--- src/rtl/controller_mc.sv ---
// Multi-cycle RV32I control unit: sequences BOOT/FETCH/DECODE/EXEC/MEM/WB with a
// req/ack memory handshake, a memory-wait watchdog and illegal-instruction trapping.
//
//   state  | meaning
//   BOOT   | post-reset idle cycle, all outputs quiet
//   FETCH  | instruction read pending, IR loads on ack
//   DECODE | field decode and legality check
//   EXEC   | ALU cycle, branches resolve here
//   MEM    | data read/write pending
//   WB     | register write-back and PC update
//   TRAP   | absorbing error state, left only through reset
module controller_mc #(
  parameter int TIMEOUT = 15
) (
  input  logic        clk,
  input  logic        rst_n,
  input  logic [31:0] instr,
  input  logic        mem_ack,
  input  logic        br_taken,
  output logic        ir_en,
  output logic        pc_en,
  output logic [1:0]  pc_sel,
  output logic        mem_req,
  output logic        mem_we,
  output logic        rfwrite,
  output logic        Use_Imm,
  output logic [1:0]  sel_PC,
  output logic [1:0]  wb_sel,
  output logic [2:0]  Op_Extend,
  output logic [2:0]  br_type,
  output logic [3:0]  ALUop,
  output logic        trap,
  output logic [1:0]  trap_cause,
  output logic [2:0]  state
);

  localparam int CW = ($clog2(TIMEOUT + 1) < 1) ? 1 : $clog2(TIMEOUT + 1);
  localparam logic [CW-1:0] LIMIT = CW'(TIMEOUT);
  localparam bit WD_ON = (TIMEOUT != 0);

  typedef enum logic [2:0] {
    S_BOOT   = 3'd0,
    S_FETCH  = 3'd1,
    S_DECODE = 3'd2,
    S_EXEC   = 3'd3,
    S_MEM    = 3'd4,
    S_WB     = 3'd5,
    S_TRAP   = 3'd6
  } state_t;

  state_t        state_q, state_d;
  logic [1:0]    cause_q, cause_d;
  logic [CW-1:0] wd_q, wd_d;

  logic [6:0] opcode;
  logic [2:0] f3;
  logic [6:0] f7;
  logic       is_r, is_i, is_ld, is_st, is_lui, is_auipc, is_br, is_jal, is_jalr;
  logic       illegal;
  logic       f7_ok;
  logic [3:0] alu_base;
  logic       alu_alt;
  logic [2:0] br_code;
  logic       fields_on;
  logic       wd_hit;
  logic       unused_bits;

  assign opcode   = instr[6:0];
  assign f3       = instr[14:12];
  assign f7       = instr[31:25];
  assign is_r     = (opcode == 7'h33);
  assign is_i     = (opcode == 7'h13);
  assign is_ld    = (opcode == 7'h03);
  assign is_st    = (opcode == 7'h23);
  assign is_lui   = (opcode == 7'h37);
  assign is_auipc = (opcode == 7'h17);
  assign is_br    = (opcode == 7'h63);
  assign is_jal   = (opcode == 7'h6F);
  assign is_jalr  = (opcode == 7'h67);
  assign f7_ok    = (f7 == 7'h00) || (f7 == 7'h20);
  assign unused_bits = ^{instr[24:15], instr[11:7]};

  always_comb begin
    illegal = 1'b0;
    case (opcode)
      7'h33: illegal = !f7_ok || ((f7 == 7'h20) && !((f3 == 3'b000) || (f3 == 3'b101)));
      7'h13: begin
        if (f3 == 3'b001)      illegal = (f7 != 7'h00);
        else if (f3 == 3'b101) illegal = !f7_ok;
      end
      7'h63: illegal = (f3 == 3'b010) || (f3 == 3'b011);
      7'h03: illegal = (f3 == 3'b011) || (f3 == 3'b110) || (f3 == 3'b111);
      7'h23: illegal = (f3 > 3'b010);
      7'h67: illegal = (f3 != 3'b000);
      7'h37, 7'h17, 7'h6F: illegal = 1'b0;
      default: illegal = 1'b1;
    endcase
  end

  always_comb begin
    alu_base = 4'd0;
    case (f3)
      3'b000: alu_base = 4'd0;
      3'b001: alu_base = 4'd2;
      3'b010: alu_base = 4'd3;
      3'b011: alu_base = 4'd4;
      3'b100: alu_base = 4'd5;
      3'b101: alu_base = 4'd6;
      3'b110: alu_base = 4'd8;
      3'b111: alu_base = 4'd9;
      default: alu_base = 4'd0;
    endcase
    // instr[30] turns add->sub (R only) and srl->sra (R and I)
    alu_alt = 1'b0;
    if (is_r)      alu_alt = instr[30] && ((f3 == 3'b000) || (f3 == 3'b101));
    else if (is_i) alu_alt = instr[30] && (f3 == 3'b101);
  end

  always_comb begin
    br_code = 3'd7;
    case (f3)
      3'b000: br_code = 3'd0;
      3'b001: br_code = 3'd1;
      3'b100: br_code = 3'd2;
      3'b101: br_code = 3'd3;
      3'b110: br_code = 3'd4;
      3'b111: br_code = 3'd5;
      default: br_code = 3'd7;
    endcase
  end

  assign fields_on = (state_q == S_DECODE) || (state_q == S_EXEC) ||
                     (state_q == S_MEM) || (state_q == S_WB);

  always_comb begin
    Use_Imm   = 1'b0;
    sel_PC    = 2'd0;
    wb_sel    = 2'd0;
    Op_Extend = 3'd0;
    br_type   = 3'd7;
    ALUop     = 4'd0;
    if (fields_on) begin
      Use_Imm = is_i | is_ld | is_st | is_lui | is_auipc | is_br | is_jal | is_jalr;
      if (is_lui)                         sel_PC = 2'd2;
      else if (is_auipc | is_br | is_jal) sel_PC = 2'd1;
      if (is_st)                 Op_Extend = 3'd1;
      else if (is_lui | is_auipc) Op_Extend = 3'd2;
      else if (is_br)            Op_Extend = 3'd3;
      else if (is_jal)           Op_Extend = 3'd4;
      if (is_jal | is_jalr) br_type = 3'd6;
      else if (is_br)       br_type = br_code;
      if (is_jal | is_jalr) wb_sel = 2'd2;
      else if (is_ld)       wb_sel = 2'd1;
      if (is_r | is_i) ALUop = alu_base + {3'b000, alu_alt};
    end
  end

  assign wd_hit = WD_ON && (wd_q == LIMIT);

  always_comb begin
    state_d = state_q;
    cause_d = cause_q;
    wd_d    = wd_q;
    ir_en   = 1'b0;
    pc_en   = 1'b0;
    pc_sel  = 2'd0;
    mem_req = 1'b0;
    mem_we  = 1'b0;
    rfwrite = 1'b0;
    case (state_q)
      S_BOOT: begin
        state_d = S_FETCH;
        wd_d    = '0;
      end
      S_FETCH: begin
        mem_req = 1'b1;
        if (mem_ack) begin
          ir_en   = 1'b1;
          wd_d    = '0;
          state_d = S_DECODE;
        end else if (wd_hit) begin
          cause_d = 2'd2;
          state_d = S_TRAP;
        end else begin
          wd_d = wd_q + CW'(1);
        end
      end
      S_DECODE: begin
        if (illegal) begin
          cause_d = 2'd1;
          state_d = S_TRAP;
        end else begin
          state_d = S_EXEC;
        end
      end
      S_EXEC: begin
        wd_d = '0;
        if (is_br) begin
          pc_en   = 1'b1;
          pc_sel  = {1'b0, br_taken};
          state_d = S_FETCH;
        end else if (is_ld | is_st) begin
          state_d = S_MEM;
        end else begin
          state_d = S_WB;
        end
      end
      S_MEM: begin
        mem_req = 1'b1;
        mem_we  = is_st;
        if (mem_ack) begin
          wd_d = '0;
          if (is_st) begin
            pc_en   = 1'b1;
            state_d = S_FETCH;
          end else begin
            state_d = S_WB;
          end
        end else if (wd_hit) begin
          cause_d = 2'd3;
          state_d = S_TRAP;
        end else begin
          wd_d = wd_q + CW'(1);
        end
      end
      S_WB: begin
        rfwrite = 1'b1;
        pc_en   = 1'b1;
        if (is_jal)       pc_sel = 2'd1;
        else if (is_jalr) pc_sel = 2'd2;
        wd_d    = '0;
        state_d = S_FETCH;
      end
      S_TRAP: state_d = S_TRAP;
      default: state_d = S_BOOT;
    endcase
  end

  always_ff @(posedge clk or negedge rst_n) begin
    if (!rst_n) begin
      state_q <= S_BOOT;
      cause_q <= 2'd0;
      wd_q    <= '0;
    end else begin
      state_q <= state_d;
      cause_q <= cause_d;
      wd_q    <= wd_d;
    end
  end

  assign state      = state_q;
  assign trap       = (state_q == S_TRAP);
  assign trap_cause = cause_q;

endmodule

--- config.mk ---
export PLATFORM = sky130hd
export DESIGN_NAME = controller_mc
export DESIGN_NICKNAME = d
export VERILOG_FILES = /design/src/rtl/controller_mc.sv
export SDC_FILE = /design/constraint.sdc
export NUM_CORES = 1
export LEC_CHECK = 0
export ABC_AREA = 1
export CORE_UTILIZATION = 36
export CTS_BUF_LIST = sky130_fd_sc_hd__clkbuf_8 sky130_fd_sc_hd__clkbuf_16
export DETAILED_ROUTE_END_ITERATION = 8
export PLACE_DENSITY = 0.77
export SYNTH_ARGS = -nofsm -noshare
export SYNTH_HDL_FRONTEND = slang
export SYNTH_SLANG_ARGS = --single-unit
--- constraint.sdc ---
create_clock -name clk -period 1.9 [get_ports clk]
set_input_delay 0.38 -clock clk [delete_from_list [all_inputs] [get_ports clk]]
set_output_delay 0.38 -clock clk [all_outputs]
set_load 0.05 [all_outputs]
==> results of run 1 <==
-- cells by family after synthesis --
group / after synthesis / share of synthesized area, %
buffers and inverters: 39 / 12.1
AO/OA/AOI/OAI: 21 / 9.98
flip-flops: 9 / 18.1
XOR/XNOR: 2 / 1.41
adder cells (fa/ha/maj): 8 / 8.06
AND/OR/NAND/NOR: 128 / 50.3
-- synth_stat cells, drive strengths merged --
cell type | instances | area share, %
inv | 38 | 12
buf | 1 | 0.40
nor3 | 8 | 4.5
nor2 | 33 | 14
o21ai | 7 | 2.8
a21oi | 7 | 3.1
ha | 8 | 8.1
nor4 | 1 | 0.50
a31oi | 3 | 1.5
o31ai | 1 | 0.61
nand3 | 18 | 7.7
xor2 | 2 | 1.4
o22ai | 1 | 0.50
a41oi | 2 | 1.4
nand4 | 5 | 2.5
nand2 | 63 | 21
dfrtp | 9 | 18
-- per-stage QoR --
stage | hold slack (ns) | instances
after detailed placement | 0.469 | 343
after floorplan | 0.0844 | 207
after global placement | 0.458 | 343
after CTS | 0.451 | 373
-- what timing repair did --
item / 4_1_cts
pin swaps: 28
resized for setup: 118
setup endpoints to repair: 22
setup buffers: 26
==> metrics.txt, run 1 <==
FP Rows=20; CTS buffer count=3; outcome=aborted with a tool error; hold buffers post-CTS=0; Synth Register Bits=9; Max clock buf depth=2; post-synth net total=251; Die Width=60.7 µm; DP Area=2560 µm²; Post-Syn Instances=207; Syn. warnings=0; synthesized area=1240 µm²; Die Y=60.7 µm; Worst EP kind=top-level output; Seq/Total Area, Yosys=18.1%; H-tree depth=1; mean area per synthesized cell=6.00 µm²; # IOs=64; Final GP Congestion=0.879; First Err=[ERROR DPL-0038] Utilization greater than 100%, impossible to legalize; CTS root buffer=clkbuf_8; CTS Sinks=9; synth unique cells=29; stopping stage=5_1_grt; DP Wirelength=3740 µm; post-place setup slack=-0.818 ns; Initial Utilization=39.4%; worst setup endpoint GRT=ALUop[2]; largest net degree at the start of global routing=10; I/O Buffers=48
==> inputs of run 2 (changes only) <==
- CORE_AREA: not set -> 2 2 63 65
- CORE_UTILIZATION: 36 -> not set
- CTS_BUF_LIST: sky130_fd_sc_hd__clkbuf_8 sky130_fd_sc_hd__clkbuf_16 -> not set
- DIE_AREA: not set -> 0 0 65 67
- PLACE_DENSITY: 0.77 -> not set
- PLACE_DENSITY_LB_ADDON: not set -> 0.15
- clock period: 1.9 -> 2.5 ns (I/O delays scaled with it)
==> run 2 against run 1 <==
The flow now finishes without violations. Synthesized area stayed put. Synthesized cell count did not move.
==> metrics.txt, run 2 <==
CTS root buffer=clkbuf_8; mean area per synthesized cell=6.00 µm² (unchanged); Synth top area share=18.1% (unchanged); Critical Path Slowest Stage Cell=ha_2; DP Wirelength=3250 µm (-13%); CP required=2.00 ns; # IOs=64 (unchanged); Peak Freq=414 MHz; Area Growth Syn to Fin=106%; antenna diode count=0; critical path data arrival time=1.92 ns; crit path capture type=output pin; Avg Vias per Cell=4.68; DP Area=2340 µm² (-8.9%); Setup violations, final=0; HP Class=flop to flop; asr flop ratio synth=100% (unchanged); core area=3610 µm²; Max clock buf depth=2 (unchanged); CTS Sinks=9 (unchanged); Fin Setup TNS=0 ns; worst slew slack as a fraction of its limit=66.3%; Post-Syn Instances=207 (unchanged); number of antenna violations at the first check in global routing=0; synth unique cells=29 (unchanged); Die Y=67 µm (+10%); GRT Total Usage=19.9%; post-synth net total=251 (unchanged); leakage power=1.31 nW; Syn. warnings=0 (unchanged); first-pass GRT wire length=6980 µm; max-cap viol count=0; Pwr Density=562 nW/µm²; fin crit share=96.6%; Tightest Pin Transition=0.503 ns; worst-path fanout max=3; slowest stage delay, CP=0.28 ns; Filler Cell Count=310; Total Die Area=4360 µm²; top post-synthesis cells by area=dfrtp_1 (18%), nand2_1 (17%), inv_1 (8.5%); Initial Utilization=34.4% (-4.9 points); cell with the most instances after synthesis=nand2_1; outcome=completed; grt ovf=0; Crit path top cell by count=ha_4; top cells by count, synth=nand2_1 (56), inv_1 (28), nor2_1 (27); number of synthesized flops with an enable pin=0 (unchanged); WHS=0.482 ns; Final #Nets=355; synthesized area=1240 µm² (unchanged); # DRC=0; FP Rows=22 (+10%); CTS tree=yes; H-tree depth=1 (unchanged); commonest cells after routing, fill and taps aside=buf_4 (54), nand2_1 (51), inv_1 (26), nor2_1 (22), buf_12 (20); 1st-iter DRT viols=92; aggregate routed wire length=3950 µm; DR pass1 iterations=4; CP Cell Sequence=buf_4 -> inv_1 -> ha_2 -> o21ai_1 -> ha_4 -> ha_4 -> xor2_2 -> nor2_2 -> buf_12; Fin Clk Skew=0.000265 ns; number of flip-flops in the largest register=4; Final GP Congestion=0.845 (-3.9%); buffers plus inverters on the worst setup path=3; vias in the first global route=1733; Top Family by Delay on Critical Path=adder cells; Biggest register=wd_q; Seq/Total Area, Yosys=18.1% (unchanged); Min Clock Period, post-route=2.42 ns; startpoint types=input port; vias=1676; largest area contributor in the netlist=dfrtp_1; Top FF cell, synth=dfrtp_1; Synth Register Bits=9 (unchanged); unrepaired setup endpoints after global routing=true; largest net degree at the start of global routing=10; Peak supply drop=0.240 mV; final instance area=2560 µm²; kind of critical path=input port to output pin; Final Max Tran Viols=0; Die Width=65 µm (+7.1%); Routed Antenna Nets=0; final hold viol count=0; share of layout cells above drive strength 1=43.9%; worst skew pair latency=0.23 ns; routed len/inst=11.0 µm; CTS buffer count=3 (unchanged); commonest non-fill, non-tap cell in the layout=buf_4; Clock Pin Slew Worst Setup and Hold Paths=0.05 ns; I/O Buffers=48 (unchanged)
## run 2: power by group
group          internal [mW]  total [mW]  leakage (nW)  switching (mW)
combinational          0.372        1.02          1.18           0.649
clock                  0.111       0.169        0.0228          0.0575
sequential             0.190       0.247         0.114          0.0575
## run 2: worst paths after layout
path                                    start  slack (ns)  cells after the start             to
worst max register to register       state[2]        1.02                      8        wd_q[2]
max in group asynchronous               rst_n        1.66                      1       state[0]
worst max-delay path                instr[12]        0.08                      9       ALUop[2]
worst min-delay path            trap_cause[1]        0.48                      2  trap_cause[1]
min in group asynchronous               rst_n        0.56                      1        wd_q[2]
worst min register to register  trap_cause[1]        0.48                      2  trap_cause[1]
## run 2: repair_timing
action                     CTS  global route
setup endpoints to repair   15             4
gates resized for setup     62             9
setup buffers                5             3
gates cloned                 0             0
pin swaps                   14             7
hold buffers                 0             0
## run 2: metrics by stage
step	total power [mW]	setup WS, ns	util (%)	std cells
floorplan	0.896	-0.298	-	207
global placement	1.23	-0.443	64.8	346
detailed placement	1.24	-0.493	64.8	346
CTS	1.44	0.000626	69.6	355
global route	1.55	-0.00214	70.9	358
finish	1.44	0.0850	70.9	358
## run 2: tightest hold or removal path, stage by stage (launching register included)
cell	delay (ns)
dfrtp_1	0.35
nand2_1	0.06
nand2_1	0.05
## run 2: layer usage
layer | global-route usage, % | routed length, µm
met1 | 21.9 | 1580
met4 | 6.91 | 72
met2 | 39.4 | 2150
met3 | 1.69 | 149
met5 | 0 | 0
## run 2: area by class of cell
type | count | area [µm²] | area share, %
sequential | 9 | 225 | 8.81
tap | 48 | 60.1 | 2.35
clock buffer | 4 | 45.0 | 1.76
inverter | 38 | 150 | 5.87
multi-input combinational | 159 | 1020 | 40.0
timing repair buffer | 100 | 1050 | 41.2
## run 2: cell families after synthesis
kind of cell             count (synthesis)  share of synthesized area (%)
AO/OA/AOI/OAI                           21                           9.98
adder cells (fa/ha/maj)                  8                           8.06
buffers and inverters                   39                           12.1
AND/OR/NAND/NOR                        128                           50.3
flip-flops                               9                           18.1
XOR/XNOR                                 2                           1.41
Note: power is estimated with default switching activity, not from simulation.
==> inputs of run 3 (changes only) <==
- TNS_END_PERCENT: not set -> 5
==> run 3 against run 2 <==
The run now ends with setup timing left. Global-route usage grew 2.2 points. Clock skew grew 0.00082 ns. Core utilization grew 3.2 points. Hold slack lost 0.0076 ns. Via count grew 8.4%. Critical path type unchanged. Largest cell class unchanged. Largest power group unchanged.
==> metrics.txt, run 3 (synthesized netlist as in run 2, its figures left out) <==
Final Max Tran Viols=0 (unchanged); commonest non-fill, non-tap cell in the layout=buf_4; Top Family by Delay on Critical Path=buffers and inverters; Clock Pin Slew Worst Setup and Hold Paths=0.04 ns (about the same); CTS buffer count=3 (unchanged); vias=1817 (+8.4%); Pwr Density=547 nW/µm² (-2.6%); Final GP Congestion=0.812 (-3.9%); Area Growth Syn to Fin=115%; H-tree depth=1 (unchanged); # IOs=64 (unchanged); CTS root buffer=clkbuf_8; commonest cells after routing, fill and taps aside=buf_4 (65), nand2_1 (48), inv_1 (23), nor2_1 (20), buf_12 (20); Tightest Pin Transition=0.494 ns (-0.00880 ns); number of flip-flops in the largest register=4 (unchanged); Filler Cell Count=279 (-10%); worst skew pair latency=0.23 ns (about the same); Routed Antenna Nets=0 (unchanged); final instance area=2670 µm² (+4.6%); I/O Buffers=48 (unchanged); DP Wirelength=3300 µm (+1.5%); fin crit share=100% (+3.6 points); HP Class=flop to flop; grt ovf=0 (unchanged); crit path capture type=output pin; Setup violations, final=1 (+1); CTS tree=yes; failing checks=setup timing; Max clock buf depth=2 (unchanged); Biggest register=wd_q; buffers plus inverters on the worst setup path=10 (+7); Critical Path Slowest Stage Cell=buf_12; CP Cell Sequence=buf_2 -> inv_4 -> nor2_4 -> buf_4 -> buf_4 -> buf_4 -> buf_4 -> buf_4 -> buf_4 -> nand2_2 -> nand2_2 -> inv_2 -> a41oi_2 -> buf_12; antenna diode count=0 (unchanged); final std cells w/o fill=369 (+3.1%); kind of critical path=input port to output pin; final setup margin=-0.00581 ns (-0.0908 ns); share of layout cells above drive strength 1=49.5% (+5.7 points); CTS Sinks=9 (unchanged); FP Rows=22 (unchanged); core area=3610 µm² (unchanged); outcome=finished with violations; Fin Clk Skew=0.00108 ns (+0.000816 ns); Initial Utilization=34.4% (unchanged); Crit path top cell by count=buf_4; unrepaired setup endpoints after global routing=true; Placed Instances=350 (+1.2%); max-cap viol count=0 (unchanged); aggregate routed wire length=4610 µm (+17%); # DRC=0 (unchanged); Min Clock Period, post-route=2.51 ns (+0.0908 ns); DP Area=2340 µm² (+0.21%); DR pass1 iterations=5 (+1); final hold viol count=0 (unchanged); routed len/inst=12.5 µm (+13%); Avg Vias per Cell=4.92 (+5.2%); vias in the first global route=1725 (-0.46%); first-pass GRT wire length=7560 µm (+8.3%); GRT Total Usage=22.1% (+2.2 points); Peak Freq=399 MHz (-3.6%); number of antenna violations at the first check in global routing=0 (unchanged); largest net degree at the start of global routing=10 (unchanged); Peak supply drop=0.295 mV (+23%); Fin Setup TNS=-0.00581 ns (-0.00581 ns); worst-path fanout max=3 (unchanged); worst slew slack as a fraction of its limit=66.9% (+0.59 points); leakage power=1.37 nW (+4.4%); critical path data arrival time=2.01 ns (+0.09 ns); startpoint types=input port; Die Width=65 µm (unchanged); CP required=2.00 ns (about the same); Final #Nets=366 (+3.1%); 1st-iter DRT viols=103 (+12%); Total Die Area=4360 µm² (unchanged); slowest stage delay, CP=0.19 ns (-0.09 ns); Die Y=67 µm (unchanged)
-- run 3: per-layer routing --
layer | wire (µm) | GRT usage [%] | share of wire (%)
met4 | 142 | 10.1 | 3.1
met3 | 206 | 1.86 | 4.5
met5 | 0 | 0 | 0
met1 | 1720 | 24.1 | 37
met2 | 2540 | 42.9 | 55
-- run 3: repair_timing --
action / CTS / global route
pin swaps: 17 / 17
gates resized for setup: 62 / 25
hold endpoints to repair: 0 / 0
hold buffers: 0 / 0
buffers inserted: 15 / 2
setup endpoints to repair: 16 / 16
-- run 3: layout make-up --
class,instances,area (µm²),share of cell area [%]
inverters,38,148,5.52
multi-input cells,159,1080,40.3
clock buffers,4,45.0,1.69
repair buffers,111,1120,41.9
flip-flops and latches,9,225,8.43
well taps,48,60.1,2.25
-- run 3: power breakdown --
part / switching (mW) / leakage [nW] / total (mW) / internal [mW]
clock: 0.0593 / 0.0228 / 0.171 / 0.111
sequential: 0.0580 / 0.114 / 0.248 / 0.190
combinational: 0.666 / 1.23 / 1.04 / 0.378
-- run 3: worst reg2reg max path, delay by kind of cell (launching register included) --
family | cells | cell delay, ns
compound gates | 2 | 0.18
flops | 1 | 0.41
simple gates | 4 | 0.48
fa+ha+maj | 1 | 0.24
buf+inv | 2 | 0.11
-- run 3: path summary, 6_finish.rpt --
path | slack, ns | to | start | cells past startpoint
setup / recovery | -0.006 | Use_Imm | instr[4] | 14
setup reg to reg | 0.97 | wd_q[2] | wd_q[0] | 9
hold / removal | 0.47 | trap_cause[1] | trap_cause[1] | 2
min in group asynchronous | 0.57 | state[1] | rst_n | 1
hold reg to reg | 0.47 | trap_cause[1] | trap_cause[1] | 2
max in group asynchronous | 1.64 | wd_q[2] | rst_n | 1
-- run 3: through the flow --
stage	utilization, %	hold slack (ns)	setup WS, ns	power, mW
finish	74.1	0.475	-0.00581	1.46
global route	74.1	0.510	-0.0585	1.57
CTS	71.5	0.487	0.00111	1.44
detailed placement	64.9	0.476	-0.518	1.25
global placement	64.9	0.482	-0.481	1.23
floorplan	-	0.204	-0.298	0.888
==> variant 1, RTL diff (settings of run 3) <==
`TIMEOUT`: 15 -> 14.
--- a/src/rtl/controller_mc.sv
+++ b/src/rtl/controller_mc.sv
@@ -11,5 +11,5 @@
 //   TRAP   | absorbing error state, left only through reset
 module controller_mc #(
-  parameter int TIMEOUT = 15
+  parameter int TIMEOUT = 14
 ) (
   input  logic        clk,
Check against the original RTL: same outputs for any inputs over 10 cycles, from zero or initial values and one cycle with rst_n low; that may be too few to reach the edited logic, so the function may still have changed.
==> variant 1 against run 3 <==
  * Sequential share of layout area shrank 0.10 points
  * Power shrank 8.2%
  * Wire length shrank 4.9%
  * Area after synthesis grew 5.3%
  * Worst setup slack lost 32 ps
  * Clock skew grew 1.6 ps
  * The flow still finishes with violations (setup timing)
  * Cell area grew 1.2%
  * Combinational power shrank 10%
  * Via count grew 0.33%
  * Sequential cell count is the same
==> variant 1: results (changes against run 3) <==
- Tot GR Track Use: 19.9% (-2.2 points)
- Violated checks: setup timing
- Outcome: finished, violations left
- Clock Path Buffers: 2 (unchanged)
- Peak VDD IR: 0.244 mV (-17%)
- Setup violators final: 1 (unchanged)
- Fin nets: 376 (+2.7%)
- Pre-Repair DR Iteration Count: 4 (-1)
- Final WL: 4390 µm (-4.9%)
- PnR worst setup slack: -37.9 ps (-32.1 ps)
- Syn_nets: 260 (+3.6%)
- Final hold slack: 478 ps (+3.02 ps)
- Final hold vios: 0 (unchanged)
- Routability cong.: 0.866 (+6.6%)
- Detailed placement HPWL: 3240 µm (-1.6%)
- Slew @ Worst Pin: 493 ps (-1.23 ps)
- Most frequent cells after synthesis: nand2_1, inv_1, nor2_1
- Initial antenna violation count: 0 (unchanged)
- Cells after synthesis: 215 (+3.9%)
- Fraction of layout cells with a size suffix above 1: 44.8% (-4.7 points)
- Leak: 0.00146 µW (+6.6%)
- Placed cells: 354 (+1.1%)
- Max incr delay on CP: 280 ps (+90 ps)
- Number of DRC markers in iteration 0: 86 (-17%)
- First-pass GRT wire length: 6960 µm (-8.0%)
- CP endpoint: br_type[0]
- XOR/XNOR Fraction of Synth Area: 0.670% (-0.74 points)
- CTS-repair resized insts: 65 (+4.8%)
- Crit path max-delay cell type: o21ai_0
- Via count: 1823 (+0.33%)
- Vias in the first global route: 1666 (-3.4%)
- Crit. Startpoint: instr[13]
- Top cells by area, synth: dfrtp_1, nand2_1, inv_1
- Area after DPL: 0.00239 mm² (+2.0%)
- Post-synthesis adder-cell area fraction: 8.61% (+0.55 points)
- DP Worst Slack: -528 ps (-10.6 ps)
- Postcts setup bufs: 17 (+2)
- TritonCTS buffer count: 3 (unchanged)
- Complex-gate fraction of the synthesized area: 12.1% (+2.1 points)
- Clock Skew: 2.70 ps (+1.62 ps)
- Post-route setup TNS: -37.9 ps (-32.1 ps)
- DR WL/cell: 11.6 µm (-7.2%)
- Sequential area share after synthesis: 17.2% (-0.92 points)
## variant 1: cell count changes after synthesis, moves of 4 or more
cell,run 3,this run
inv_2,9,4
inv_1,28,40
o21ai_0,6,12
nor3_1,6,2
nand2_1,56,42
nor2_2,2,6
## variant 1: report_power, final
| group | switching, µW | total, µW | internal (µW) | leakage [µW] |
|---|---|---|---|---|
| combinational | 598 | 935 | 337 | 0.00133 |
| clock | 55.6 | 166 | 111 | 0.0000228 |
| sequential | 53.8 | 242 | 188 | 0.000114 |
| total | 707 | 1340 | 636 | 0.00146 |
## variant 1: per-layer routing
layer	vias up	track usage (%)	routed length, µm
met5	-	0	0
met4	0	7.98	121
met3	15	1.01	200
met2	64	36.3	2280
met1	828	24.3	1790
li1	916	-	-
## variant 1: cell type report
type                       instances  area (µm²)
timing repair buffer             113        1150
fill                             272         901
tap                               48        60.1
sequential                         9         225
multi-input combinational        159        1040
clock buffer                       4        45.0
inverter                          45         184
==> variant 2, RTL diff (config.mk and constraints of run 3) <==
Without the edit above. Reset style: synchronous (`rst_n`), changed in one clocked block.
--- a/src/rtl/controller_mc.sv
+++ b/src/rtl/controller_mc.sv
@@ -237,5 +237,5 @@
   end
 
-  always_ff @(posedge clk or negedge rst_n) begin
+  always_ff @(posedge clk) begin
     if (!rst_n) begin
       state_q <= S_BOOT;
Function: differs if rst_n is asserted again (counterexample within 4 cycles, from zero or initial values and one cycle with rst_n low); with rst_n held inactive, the same outputs for 10 cycles.
==> variant 2 against run 3 <==
  * The flow still finishes with violations (setup timing)
  * Die area unchanged
  * Maximum frequency down 0.79%
  * Worst setup slack got worse by 20 ps
  * Combinational power is 4% higher
  * Sequential cell count is the same
  * Power increased by 2.8%
  * Clock skew grew 4.3 ps
  * Register-to-register slack worse by 30 ps
  * Area after synthesis decreased by 1.2%
  * Cell area fell by 7.7%
  * Wire length shrank 8.4%
  * Sequential power increased by 2%
  * Critical path type unchanged
  * Critical endpoint is now ALUop[2]
  * Largest power group unchanged
  * Highest routed layer unchanged
==> variant 2: results (changes against run 3) <==
- Tot GR Track Use: 20.6% (-1.5 points)
- Syn_nets: 250 (-0.40%)
- Sequential area share after synthesis: 14.7% (-3.5 points)
- Leak: 0.00116 µW (-16%)
- Top delay family on crit path: simple AND/OR/NAND/NOR gates
- Outcome: finished, violations left
- Rel. slew slack: 66.7% (-0.23 points)
- Net Sw Frac: 54.5% (+0.97 points)
- Pre-Repair DR Iteration Count: 5 (unchanged)
- Initial Util: 34.0% (-0.42 points)
- DR WL/cell: 11.9 µm (-4.6%)
- Worst-Skew Late Latency: approximately 240 ps
- Clock power frac: 11.5% (-0.2 points)
- Cells after synthesis: 206 (-0.48%)
- Fraction of layout cells with a size suffix above 1: 46.1% (-3.5 points)
- Fin nets: 351 (-4.1%)
- Number of distinct library cells after synthesis: 31 (+6.9%)
- Setup violators final: 2 (+1)
- Routability cong.: 0.866 (+6.7%)
- Crit path DAT: 2030 ps (+20 ps)
- Largest register FFs: 4 (unchanged)
- First-pass GRT wire length: 7070 µm (-6.5%)
- Clock Skew: 5.42 ps (+4.34 ps)
- DR vias/cell: 4.92 (about the same)
- Largest net degree at the start of global routing: 8 (-2)
- Number of DRC markers in iteration 0: 82 (-20%)
- Vias in the first global route: 1716 (-0.52%)
- Most frequent cells after synthesis: nand2_1, inv_1, nor2_1
- PnR worst setup slack: -25.7 ps (-19.9 ps)
- Detailed placement HPWL: 3170 µm (-3.8%)
- Max incr delay on CP: 220 ps (+30 ps)
- Placed cells: 336 (-4.0%)
- Final WL: 4220 µm (-8.4%)
- Async S/R FF share, synth: 0% (-100 points)
- Crit path max-delay cell type: ha_2
- Post-route setup TNS: -44.8 ps (-39.0 ps)
- Peak VDD IR: 0.265 mV (-10%)
- Clock Path Buffers: 2 (unchanged)
- Violated checks: setup timing
-- variant 2: worst reg2reg max path, delay by kind of cell (launching register included) --
| family | cells | cell delay [ps] |
|---|---|---|
| buf+inv | 1 | 100 |
| compound gates | 1 | 150 |
| flops | 1 | 370 |
| fa+ha+maj | 1 | 180 |
| simple gates | 7 | 630 |
-- variant 2: repair_timing --
item | in CTS | in global routing
endpoints found under the setup margin | 10 | 5
pin swaps | 15 | 6
gates resized for setup | 68 | 7
setup buffers | 13 | 1
-- variant 2: cell type report --
class | count | area, µm²
multi-input cells | 157 | 1020
repair buffers | 98 | 1010
inverters | 38 | 150
well taps | 48 | 60.1
clock inverters | 1 | 5.00
flip-flops and latches | 9 | 180
clock buffers | 3 | 41.3
fillers | 288 | 1140
-- variant 2: power groups by stage --
stage               logic, µW  registers (µW)  clock network (µW)
global route             1170             262                 181
detailed placement       1050             254                   0
finish                   1080             253                 173
CTS                      1080             252                 172
global placement         1040             255                   0
floorplan                 574             378                   0
-- variant 2: final timing paths --
kind / start / end / slack [ps] / depth (start not counted)
max: instr[2] / ALUop[2] / -30 / 14
min: trap_cause[0]$_SDFFE_PN0P_ / trap_cause[0]$_SDFFE_PN0P_ / 460 / 2
max reg2reg: wd_q[1]$_SDFFE_PN0P_ / wd_q[3]$_SDFFE_PN0P_ / 940 / 10
min reg2reg: trap_cause[0]$_SDFFE_PN0P_ / trap_cause[0]$_SDFFE_PN0P_ / 460 / 2
-- variant 2: metal layers --
metal / part of all wire, % / global-route usage [%] / vias to the layer above
met5: 0 / 0 / -
met4: 2.6 / 6.38 / 0
met3: 3.7 / 2.36 / 12
met2: 52 / 39.7 / 54
met1: 42 / 23.3 / 794
li1: - / - / 883
-- variant 2: cells by family after synthesis --
family	count (synthesis)	share of synthesized area (%)
simple gates	113	47.1
fa+ha+maj	8	8.16
buf+inv	40	12.6
compound gates	35	16.7
flops	9	14.7
xor+xnor	1	0.714
-- variant 2: through the flow --
stage	cell area (µm²)	setup slack [ps]	hold WS (ps)	power, µW	utilization, %
6_report	2470	-25.7	457	1500	68.4
5_1_grt	2470	-108	508	1610	68.4
4_1_cts	2460	-44.5	463	1500	68.2
3_5_place_dp	2220	-537	455	1300	61.7
3_3_place_gp	2220	-574	456	1290	61.7
2_1_floorplan	1240	-218	496	952	-
